<file path="src/rtl/mux_operb.sv">
// mux_operb: ALU operand-B select stage.
// Picks the program counter or a numeric operand (register value or immediate)
// under a single select bit, optionally through a one-cycle output register.
//
// Parameters:
//   WIDTH   - data width of pc, input_number and output_Y
//   OUT_REG - 1: output registered (1-cycle latency, sync reset to 0)
//             0: output combinational; clk and reset are unused
// Ports:
//   clk          in   1      rising-edge clock
//   reset        in   1      synchronous, active-high reset
//   pc           in   WIDTH  current program counter
//   input_number in   WIDTH  register value or immediate
//   sel_operb    in   1      1 = pc, 0 = input_number
//   output_Y     out  WIDTH  selected operand B
module mux_operb #(
    parameter int unsigned WIDTH   = 32,
    parameter bit          OUT_REG = 1'b1
) (
    input  logic             clk,
    input  logic             reset,
    input  logic [WIDTH-1:0] pc,
    input  logic [WIDTH-1:0] input_number,
    input  logic             sel_operb,
    output logic [WIDTH-1:0] output_Y
);

    // Plain ternary so an X select still propagates in simulation.
    logic [WIDTH-1:0] sel_next_c;
    assign sel_next_c = sel_operb ? pc : input_number;

    generate
        if (OUT_REG) begin : g_reg
            // Reloads every cycle; reset has priority over the selection.
            logic [WIDTH-1:0] y_q;

            always_ff @(posedge clk) begin
                if (reset) begin
                    y_q <= '0;
                end else begin
                    y_q <= sel_next_c;
                end
            end

            assign output_Y = y_q;
        end else begin : g_comb
            // No state: clk and reset are intentionally left unconnected.
            logic unused_clk_reset;
            assign unused_clk_reset = ^{clk, reset};

            assign output_Y = sel_next_c;
        end
    endgenerate

endmodule

</file>
<file path="config.mk">
export PLATFORM = sky130hd
export DESIGN_NAME = mux_operb
export DESIGN_NICKNAME = d
export VERILOG_FILES = /design/src/rtl/mux_operb.sv
export SDC_FILE = /design/constraint.sdc
export NUM_CORES = 1
export LEC_CHECK = 0
export ABC_AREA = 1
export CORE_MARGIN = 5
export CORE_UTILIZATION = 30
export CTS_CLUSTER_SIZE = 12
export DETAILED_ROUTE_END_ITERATION = 10
export PLACE_DENSITY = 0.75
export SETUP_SLACK_MARGIN = 0.15
export SYNTH_ARGS = -nofsm -noshare
export SYNTH_HDL_FRONTEND = slang
export SYNTH_SLANG_ARGS = --single-unit
</file>
<file path="constraint.sdc">
create_clock -name clk -period 0.8 [get_ports clk]
set_clock_uncertainty 0.15 [all_clocks]
set_input_delay 0.08 -clock clk [delete_from_list [all_inputs] [get_ports clk]]
set_output_delay 0.08 -clock clk [all_outputs]
set_load 0.05 [all_outputs]
</file>
# After elaboration in Yosys (flattened, before gate mapping)
# Index checks and enable logic that the tools add are counted.
word_totals:
  inputBits: 67
  reg_bits: 32
op_classes:
  mux: 1
ops:
  columns: ["op", "count"]
  rows:
  - ["32-bit 2-to-1 mux", 1]

# Depth between registers and ports, before layout
depth:
  ltp_word: 1
  mapped_depth: 5
  ltp_nobuf: 4

# Least setup slack after synthesis
# No wires, ideal clock.
synth_path:
  path_kind: "flip-flop to output port"
  from: "register g_reg.y_q[0], in the netlist output_Y[0]"
  to: "output port output_Y[0]"
  path_slack_ns: -0.017
  n_path_buf: 0
  path_stages_with_launch: 1
  t_arrival_ns: 0.587
  path_cell_list: "dfxtp_1"
synth_lines:
  columns: ["element", "line_no", "source"]
  rows:
  - ["start: declaration", "35", "logic [WIDTH-1:0] y_q;"]
  - ["start signal: assignment", "41", "y_q <= sel_next_c;"]
  - ["end: declaration", "25", "output logic [WIDTH-1:0] output_Y"]
# No word-level cell between the ends.

# Worst setup path in the final report
layout_path:
  from: "register g_reg.y_q[13], in the netlist output_Y[13]"
  to: "output port output_Y[13]"
# No word-level cell between the ends.

==> results.md <==
- The flow ran to the end, but the final reports show violations.
- The final reports fail on hold timing, setup timing.
- The final hold violation count is 4.
- For this run, the detailed router's first-pass iteration total came to 4.
- Max-cap violations in this run came to 0.
- The cell area after technology mapping is 1340 um^2.
- The die footprint is 5900 um^2.
- After floorplanning, the core was sized to cover 4350 um^2.
- The number of gates on the worst path with buffers counted is 1.
- The normalized max-slew margin is 90.6%.
- For met1 alone, demand over resource in global routing was 15.2%.
- After detailed routing, the total wire length is 4220 um.
- The synthesized netlist contains 6 unique library cells.
- The root buffer cell is sky130_fd_sc_hd__clkbuf_8.
- The critical-path cell with the highest stage delay is sky130_fd_sc_hd__dfxtp_4.
- The fraction of power consumed by sequential logic is 37.1%.
- The count of cells in the finished layout, fillers not included, comes to 358.
- The number of antenna diodes in the final layout is 0.
- The I/O pin count is 99.
- For the pin with the worst max-slew slack, the measured transition is 0.141 ns.
- Synthesis inferred 32 register bits.
- A synthesized cell averages 6.59 um^2.
- The most heavily used metal layer in global routing is met2.
- The register with the most flip-flops in the layout has 32 of them.
- The number of global-route vias before repair came to 1435.
- Setup repair after global routing could not meet its margin everywhere.
- The chip width is 76.8 um.
- The residual overflow from global routing is 0.
- In this run the worst path has a maximum fanout of 1.
- The number of H-tree levels is 2.
- The critical path goes through buf_12.
- The internal portion of the total power is 3.41 mW.
- The areal power density over the cells is 1600 nW/um^2.
- Sequential elements use 47.9% of the synthesized area.
- The detailed router finished its first iteration with 46 violations.
- The worst setup path is launched from a flip-flop.
- The final-report max-slew violation count was 0.
- The post-detailed-placement cell area is 2780 um^2.
- The global-route usage over all layers is 14.3%.
- The count of hold-fix buffers inserted at cts is 0.
- Counting both buffers and inverters, the worst setup path holds a total of 1.
- STA classifies the critical path endpoint as a primary output.
- The warning count from the yosys run is 0.
- The height of the die is 76.8 um.
- The share of total power dissipated in the clock network is 31.3%.
- TritonCTS built the clock tree.
- Cells with a size suffix above 1 make up 30.4% of the layout.
- The buffer depth of the longest clock path is 2.
- The family of cells with the greatest summed delay on the critical path is flip-flops.
- Synthesis produced a netlist with a net count of 270.
- IR analysis of the VDD net gives a maximum drop of 0.833 mV.
- The most common cell after layout, fill and taps aside is sky130_fd_sc_hd__nor2_1.
- The worst setup path is of the reg -> out kind.
- The starting density of the core is 30.7%.
- The first global-routing pass estimated 6700 um of wire.
- The cell depth of the worst min-delay path is 3.
- The via density per instance is 4.15.
- Across all hold checks on the routed design, the worst slack comes to -0.101 ns.
- The analysis attributes to cell leakage a power of 1.51 nW.
- The final critical path takes up 125% of the cycle.
- The pin count of the biggest net entering global routing is 33.
- The final standard cell area without fillers is 2990 um^2.
- After clock tree synthesis, the clock-pin slew on the worst setup and hold paths is 0.07 ns.
- Across all setup checks in the final design, the least slack found is -0.200 ns.
- From synthesis to final layout, the design area changed by 123%.
- Net switching is 28.6% of the power.
- Derived from the worst setup path, the maximum achievable clock frequency is 1000 MHz.
- For met3 alone, demand over resource in global routing was 5.39%.
- The half-perimeter wire length of the detailed placement result is 3020 um.
- The initial antenna violation count is 0.
- The global routing met2 resource utilization is 25.7%.
- Combinational logic is responsible for 31.5% of the overall power.
- Total power for the finished layout comes to 4.78 mW.
- TritonCTS created 5 clock buffers.
- Input and output buffers added on the ports amount to 98.
- For the worst setup path, the data required time is 0.57 ns.
- The path class of the lowest-slack min-delay path is in -> reg.
- For this run, the post-layout net count is 372.
- The final routed wire length divided by cell count is 11.8 um.
- Subtracting the final worst setup slack from the clock period gives 1.00 ns.
- The floorplan has 24 rows.
- In the layout the commonest cells are sky130_fd_sc_hd__nor2_1, sky130_fd_sc_hd__nand2_1, sky130_fd_sc_hd__buf_12.
- After detailed routing, the number of remaining DRC violations is 0.
- For this run, the share of the core covered by cells in the final layout is 68.6%.
- The clock net in this run drives a total of 32 sinks.
- The longest individual stage delay on the worst path is 0.35 ns.
- The number of nets still failing antenna checks after routing is 0.
- The switching power summed over all nets is 1.36 mW.
- The cell count after synthesis is 203.
- The final number of setup-violating endpoints is 32.
- The data arrival time of the worst path is 0.77 ns.
- The total vias in the final route is 1486.
- Once placement completed, the tool counted placed cells totaling 346.
- The congestion estimate from routability-driven global placement came to 0.686.
-- power by group through the flow --
| stage | combinational, mW | clock, mW | sequential, mW |
|---|---|---|---|
| 2_1_floorplan | 0.273 | 0 | 2.16 |
| 3_3_place_gp | 1.47 | 0 | 1.80 |
| 3_5_place_dp | 1.49 | 0 | 1.81 |
| 4_1_cts | 1.51 | 1.54 | 1.78 |
| 5_1_grt | 1.60 | 1.60 | 1.79 |
| 6_report | 1.51 | 1.50 | 1.77 |
-- kinds of logic after synthesis --
| family | after synthesis | synth area share, % |
|---|---|---|
| buffers and inverters | 43 | 16.3 |
| flip-flops | 32 | 47.9 |
| AND/OR/NAND/NOR | 128 | 35.9 |
-- per-stage QoR --
| stage | TNS (ns) | setup WS [ns] |
|---|---|---|
| 2_1_floorplan | 0 | 0.0988 |
| 3_3_place_gp | -10.31 | -0.326 |
| 3_5_place_dp | -11.48 | -0.388 |
| 4_1_cts | -6.60 | -0.214 |
| 5_1_grt | -6.94 | -0.226 |
| 6_report | -6.15 | -0.200 |
-- what timing repair did --
item	4_1_cts	5_1_grt
pin swaps	34	9
setup buffers	1	1
resized for setup	43	16
setup endpoints to repair	64	56
endpoints found under the hold margin	0	4
gates cloned	2	0
-- metal layers --
| layer | vias to the layer above | routed length (um) |
|---|---|---|
| met4 | 0 | 42 |
| met2 | 54 | 2260 |
| met1 | 656 | 1540 |
| met3 | 5 | 389 |
| met5 | - | 0 |
| li1 | 771 | - |
-- cell usage after synthesis --
cell type / instances / share of area, %
sky130_fd_sc_hd__inv_1: 33 / 9.3
sky130_fd_sc_hd__nand2_1: 64 / 18
sky130_fd_sc_hd__buf_6: 7 / 5.9
sky130_fd_sc_hd__dfxtp_1: 32 / 48
sky130_fd_sc_hd__buf_2: 3 / 1.1
sky130_fd_sc_hd__nor2_1: 64 / 18
-- path summary, 6_finish.rpt --
kind | from | endpoint | slack, ns
worst max-delay path | output_Y[13] | output_Y[13] | -0.20
worst min-delay path | input_number[19] | output_Y[19] | -0.10
-- final cells by class --
cell class / instances / area [um^2]
Clock buffer: 6 / 72.6
Clock inverter: 2 / 35.0
Fill cell: 352 / 1370
Inverter: 33 / 131
Multi-Input combinational cell: 128 / 510
Sequential cell: 32 / 758
Tap cell: 52 / 65.1
Timing Repair Buffer: 105 / 1420
No activity file was read; power rests on OpenSTA's default activity.
